==> config.mk <==
export PLATFORM = sky130hd
export DESIGN_NAME = dual_rail_rx
export DESIGN_NICKNAME = d
export VERILOG_FILES = /design/src/rtl/dual_rail_rx.sv
export SDC_FILE = /design/constraint.sdc
export NUM_CORES = 1
export LEC_CHECK = 0
export BUFFER_PORTS_ARGS = -buffer_cell sky130_fd_sc_hd__buf_2
export CORE_ASPECT_RATIO = 0.7
export CORE_MARGIN = 3
export CORE_UTILIZATION = 40
export CTS_CLUSTER_DIAMETER = 120
export DETAILED_ROUTE_END_ITERATION = 6
export SYNTH_ARGS = -nofsm -noshare
export SYNTH_HDL_FRONTEND = slang
export SYNTH_SLANG_ARGS = --single-unit
export TNS_END_PERCENT = 30
==> constraint.sdc <==
create_clock -name clk -period 3.4 [get_ports clk]
set_clock_uncertainty 0.15 [all_clocks]
set_input_delay 0.51 -clock clk [delete_from_list [all_inputs] [get_ports clk]]
set_output_delay 0.51 -clock clk [all_outputs]
set_load 0.005 [all_outputs]
==> src/rtl/dual_rail_rx.sv <==
// Four-phase dual-rail bit receiver: classifies rail pairs, filters glitches with a run counter,
// delivers accepted bits over valid/ready and counts protocol errors. Define DUAL_RAIL_RX_SYNC_EN
// to pass both rails through 2-flop synchronizers before classification.
module dual_rail_rx #(
    parameter int unsigned STABLE_CYCLES = 3,
    parameter int unsigned ERR_W         = 8
) (
    input  logic             clk,
    input  logic             areset_n,
    input  logic             rail_t,
    input  logic             rail_f,
    input  logic             ready,
    input  logic             err_clr,
    output logic             valid,
    output logic             data,
    output logic             err_pulse,
    output logic [1:0]       err_code,
    output logic [ERR_W-1:0] err_count
);

    localparam int unsigned CNT_W = $clog2(STABLE_CYCLES + 1);
    localparam logic [CNT_W-1:0] RUN_MAX = CNT_W'(STABLE_CYCLES);

    typedef enum logic [1:0] {
        C_SPACER  = 2'b00,
        C_ZERO    = 2'b01,
        C_ONE     = 2'b10,
        C_ILLEGAL = 2'b11
    } code_t;

    typedef enum logic [1:0] {
        S_WAIT_SPACER,
        S_ARMED,
        S_HELD
    } state_t;

    logic t_s;
    logic f_s;

`ifdef DUAL_RAIL_RX_SYNC_EN
    logic [1:0] t_sync;
    logic [1:0] f_sync;

    always_ff @(posedge clk or negedge areset_n) begin
        if (!areset_n) begin
            t_sync <= '0;
            f_sync <= '0;
        end else begin
            t_sync <= {t_sync[0], rail_t};
            f_sync <= {f_sync[0], rail_f};
        end
    end

    assign t_s = t_sync[1];
    assign f_s = f_sync[1];
`else
    assign t_s = rail_t;
    assign f_s = rail_f;
`endif

    code_t            code;
    code_t            code_q;
    logic [CNT_W-1:0] run_q;
    logic [CNT_W-1:0] run_d;
    logic             stable;
    state_t           state_q;
    state_t           state_d;
    logic             accept;
    logic             ill_err;
    logic             ovr_err;
    logic             load;
    logic [1:0]       code_err;

    // stable is an event: it fires only on the edge the run count first reaches the limit,
    // so a long-held code (including 11) acts exactly once.
    always_comb begin
        code = code_t'({t_s, f_s});
        if (code == code_q && run_q != '0)
            run_d = (run_q == RUN_MAX) ? RUN_MAX : run_q + CNT_W'(1);
        else
            run_d = CNT_W'(1);
        stable = (run_d == RUN_MAX) && (run_q != RUN_MAX || code != code_q);
    end

    always_ff @(posedge clk or negedge areset_n) begin
        if (!areset_n) begin
            code_q  <= C_SPACER;
            run_q   <= '0;
            state_q <= S_WAIT_SPACER;
        end else begin
            code_q  <= code;
            run_q   <= run_d;
            state_q <= state_d;
        end
    end

    always_comb begin
        state_d = state_q;
        if (stable) begin
            if (code == C_ILLEGAL) begin
                state_d = S_WAIT_SPACER;
            end else begin
                case (state_q)
                    S_WAIT_SPACER: if (code == C_SPACER) state_d = S_ARMED;
                    S_ARMED:       if (code == C_ONE || code == C_ZERO) state_d = S_HELD;
                    S_HELD:        if (code == C_SPACER) state_d = S_ARMED;
                    default:       state_d = S_WAIT_SPACER;
                endcase
            end
        end
    end

    always_comb begin
        accept   = stable && (state_q == S_ARMED) && (code == C_ONE || code == C_ZERO);
        ill_err  = stable && (code == C_ILLEGAL);
        ovr_err  = accept && valid && !ready;
        load     = accept && !ovr_err;
        code_err = ill_err ? 2'b01 : (ovr_err ? 2'b10 : 2'b00);
    end

    always_ff @(posedge clk or negedge areset_n) begin
        if (!areset_n) begin
            valid     <= 1'b0;
            data      <= 1'b0;
            err_pulse <= 1'b0;
            err_code  <= 2'b00;
            err_count <= '0;
        end else begin
            err_pulse <= ill_err || ovr_err;
            err_code  <= code_err;
            if (load) begin
                data  <= (code == C_ONE);
                valid <= 1'b1;
            end else if (valid && ready) begin
                valid <= 1'b0;
            end
            if (err_clr)
                err_count <= '0;
            else if ((ill_err || ovr_err) && err_count != '1)
                err_count <= err_count + ERR_W'(1);
        end
    end

endmodule

==> results.cfg <==
[clock_tree]
cts.clk_slew.worst_paths_ps = 110
clk_latency_ps = 300
cts_root_buffer = clkbuf_4
cts_tree = yes
clock_sinks = 19
h-tree-depth = 1
cts_buffers = 3
clockBufferDepth = 2
cts_setup_buffers = 0

[setup_path]
r2r_start = code_q[0]
crit_path_max_fanout = 4
cpPeakStageDelay_ps = 400
worstSetupStartpoint = rail_f
start_kind = primary input
crit_arrival_ps = 2300
end_kind = flip-flop
path_cells = buf_2 -> inv_1 -> ha_1 -> and3b_1 -> a31oi_2 -> nor4_4 -> or3b_1 -> a21oi_2
slowest_stage = or3b_1
critPathKind = in -> reg
critical_path_required_ps = 3490

[sta]
rsz0062_at_grt = false
slew-limit-headroom_pct = 65.5
worst_pin_slew_ps = 517
drv_slew = 0
setup-tns-final_ps = 0
hold_viol = 0
finalCritPeriodShare_pct = 65.1
timing.fmax_mhz = 452
finalSetupViolations = 0
final.min_clock_period_ps = 2210

[place]
dp_hpwl_mm = 1.41
dp_cells = 137
place_congestion = 0.855
placed_cell_area_mm2 = 0.00113
io_buffers = 18

[logic_synthesis]
yosysMostFrequentCell = dfrtp_1
syn_area_mm2 = 0.00100
ys_ff_latch = 19
synth_common_cells = 19 x dfrtp_1, 12 x nor2_1, 6 x inv_1
synth.distinct_cells = 33
synth_cells = 88
ys_seq_area_share_pct = 47.4
avgSynthCellArea_um2 = 11.4
synth_ff_type = dfrtp_1
async_reset_ff_share_pct = 100
synth_top_area_share_pct = 47.4
synth_nets = 99
yosys_warnings = 0
synth.largest_area_cell = dfrtp_1
synth_edf_count = 0
synth_area_leaders = dfrtp_1 47%, ha_1 6.2%, xnor2_4 5.5%

[routing]
avgRoutedWirePerCell_um = 12.9
wirelength_mm = 1.83
vias = 706
firstDrtPassIters = 4
drc_errors = 0
avgViaCountPerCell = 4.97
drt_iter0_drc = 61
postRouteAntennaNets = 0

[cells_and_area]
nets = 122
layout.cells.non_filler = 142
stdcell_area_mm2 = 0.00117
drive_above_1_share_pct = 29.1
utilization_pct = 51.7
nFillCells = 211
diodes = 0
synthToLayoutAreaGrowth_pct = 16.3

[global_routing]
grt-ovfl-total = 0
groute.usage.overall_pct = 13.0
antenna_found_initial = 0
grt_max_degree = 20
grt_pass1_vias = 603
grt_pass1_wl_mm = 2.97

[status]
status = finished, final reports clean

[floorplanning]
core_area_mm2 = 0.00226
initial_core_util_pct = 44.4
dieArea_mm2 = 0.00316
io_pins = 19
die_y_um = 47.9
die_width_um = 65.9
row_count = 14

[min_path]
hp-start = rail_f
hp-class = in -> reg

[pwr]
leakagePower_nw = 0.559
power_mw = 0.394
power_density_mw_per_mm2 = 337
vdd_ir_drop_max_mv = 0.199

[run]
maxCapViolCount = 0
==> through the flow <==
step | hold slack, ps | setup WS [ps]
final | 254 | 1190
after global routing | 238 | 1030
after CTS | 250 | 1170
after detailed placement | 328 | 841
after global placement | 327 | 896
after floorplan | 64.4 | 1210
==> critical path: cells and delay by family <==
family | cells | cell delay (ps)
compound gates | 2 | 300
fa+ha+maj | 1 | 270
buf+inv | 2 | 260
simple gates | 3 | 950
==> metal layers <==
| metal | track usage (%) | vias up | wire length, um |
|---|---|---|---|
| met1 | 18.9 | 333 | 960 |
| met5 | 0 | - | 0 |
| met3 | 4.93 | 2 | 104 |
| met4 | 3.72 | 0 | 13 |
| met2 | 17.7 | 21 | 749 |
| li1 | - | 350 | - |
==> layout make-up <==
cell class,instances,area (um^2),share of cell area (%)
clock buffers,3,22.5,1.93
inverters,6,22.5,1.93
flip-flops and latches,19,475,40.7
clock inverters,1,5.00,0.429
well taps,32,40.0,3.43
multi-input cells,62,502,43.0
repair buffers,19,100,8.57
==> where the power goes <==
| part | internal (mW) | total, mW | switching [mW] |
|---|---|---|---|
| clock network | 0.0438 | 0.115 | 0.0716 |
| registers | 0.232 | 0.239 | 0.00724 |
| logic | 0.0179 | 0.0393 | 0.0214 |
==> cells by family (layout without fill, tap and decap cells) <==
kind of cell / Yosys count / count (layout) / share of synthesized area (%)
xor gates and xnor gates: 6 / 6 / 8.98
and+or+nand+nor: 39 / 39 / 24.3
adders and majority gates: 5 / 5 / 6.23
AOI/OAI and AO/OA: 9 / 9 / 7.23
buffers and inverters: 7 / 29 / 2.62
muxes: 3 / 3 / 3.24
DFF: 19 / 19 / 47.4
==> flip-flops by register name (all words and copies together) (netlist names) <==
signal	flops
run_q	2
data	1
state_q	2
err_count	8
valid	1
err_code	2
err_pulse	1
code_q	2
==> cell usage in the layout (no fill, tap or decap), drive strengths merged <==
| master | synthesis | final |
|---|---|---|
| o21ai | 2 | 2 |
| clkbuf | 0 | 3 |
| nor2 | 12 | 12 |
| xnor2 | 6 | 6 |
| and3b | 1 | 1 |
| a21oi | 2 | 2 |
| dfrtp | 19 | 19 |
| or3b | 1 | 1 |
| o21bai | 1 | 1 |
| mux2 | 2 | 2 |
| nor4 | 3 | 3 |
| a21bo | 1 | 1 |
| nand3 | 4 | 4 |
| inv | 6 | 6 |
| clkinv | 0 | 1 |
| nor2b | 1 | 1 |
| nor3b | 2 | 2 |
| and2 | 2 | 2 |
| nand4b | 2 | 2 |
| buf | 1 | 18 |
| nand2 | 5 | 5 |
| mux2i | 1 | 1 |
| ha | 5 | 5 |
| a31oi | 1 | 1 |
| a32o | 1 | 1 |
| nor4b | 1 | 1 |
| a21o | 1 | 1 |
| nand4 | 3 | 3 |
| nor3 | 2 | 2 |
| dlygate4sd3 | 0 | 1 |
==> final timing paths <==
check / to / slack [ps] / cells past startpoint
worst min register to register: data / 360 / 1
min in group asynchronous: err_count[6] / 510 / 2
max in group asynchronous: err_count[2] / 2290 / 2
worst max-delay path: err_count[7] / 1190 / 8
worst max register to register: err_count[7] / 1380 / 5
worst min-delay path: code_q[0] / 250 / 1
==> what timing repair did <==
action                    CTS  global route
hold endpoints to repair   19             0
hold buffers                1             0
resized for setup           0             0
Note: power is estimated with default switching activity, not from simulation.
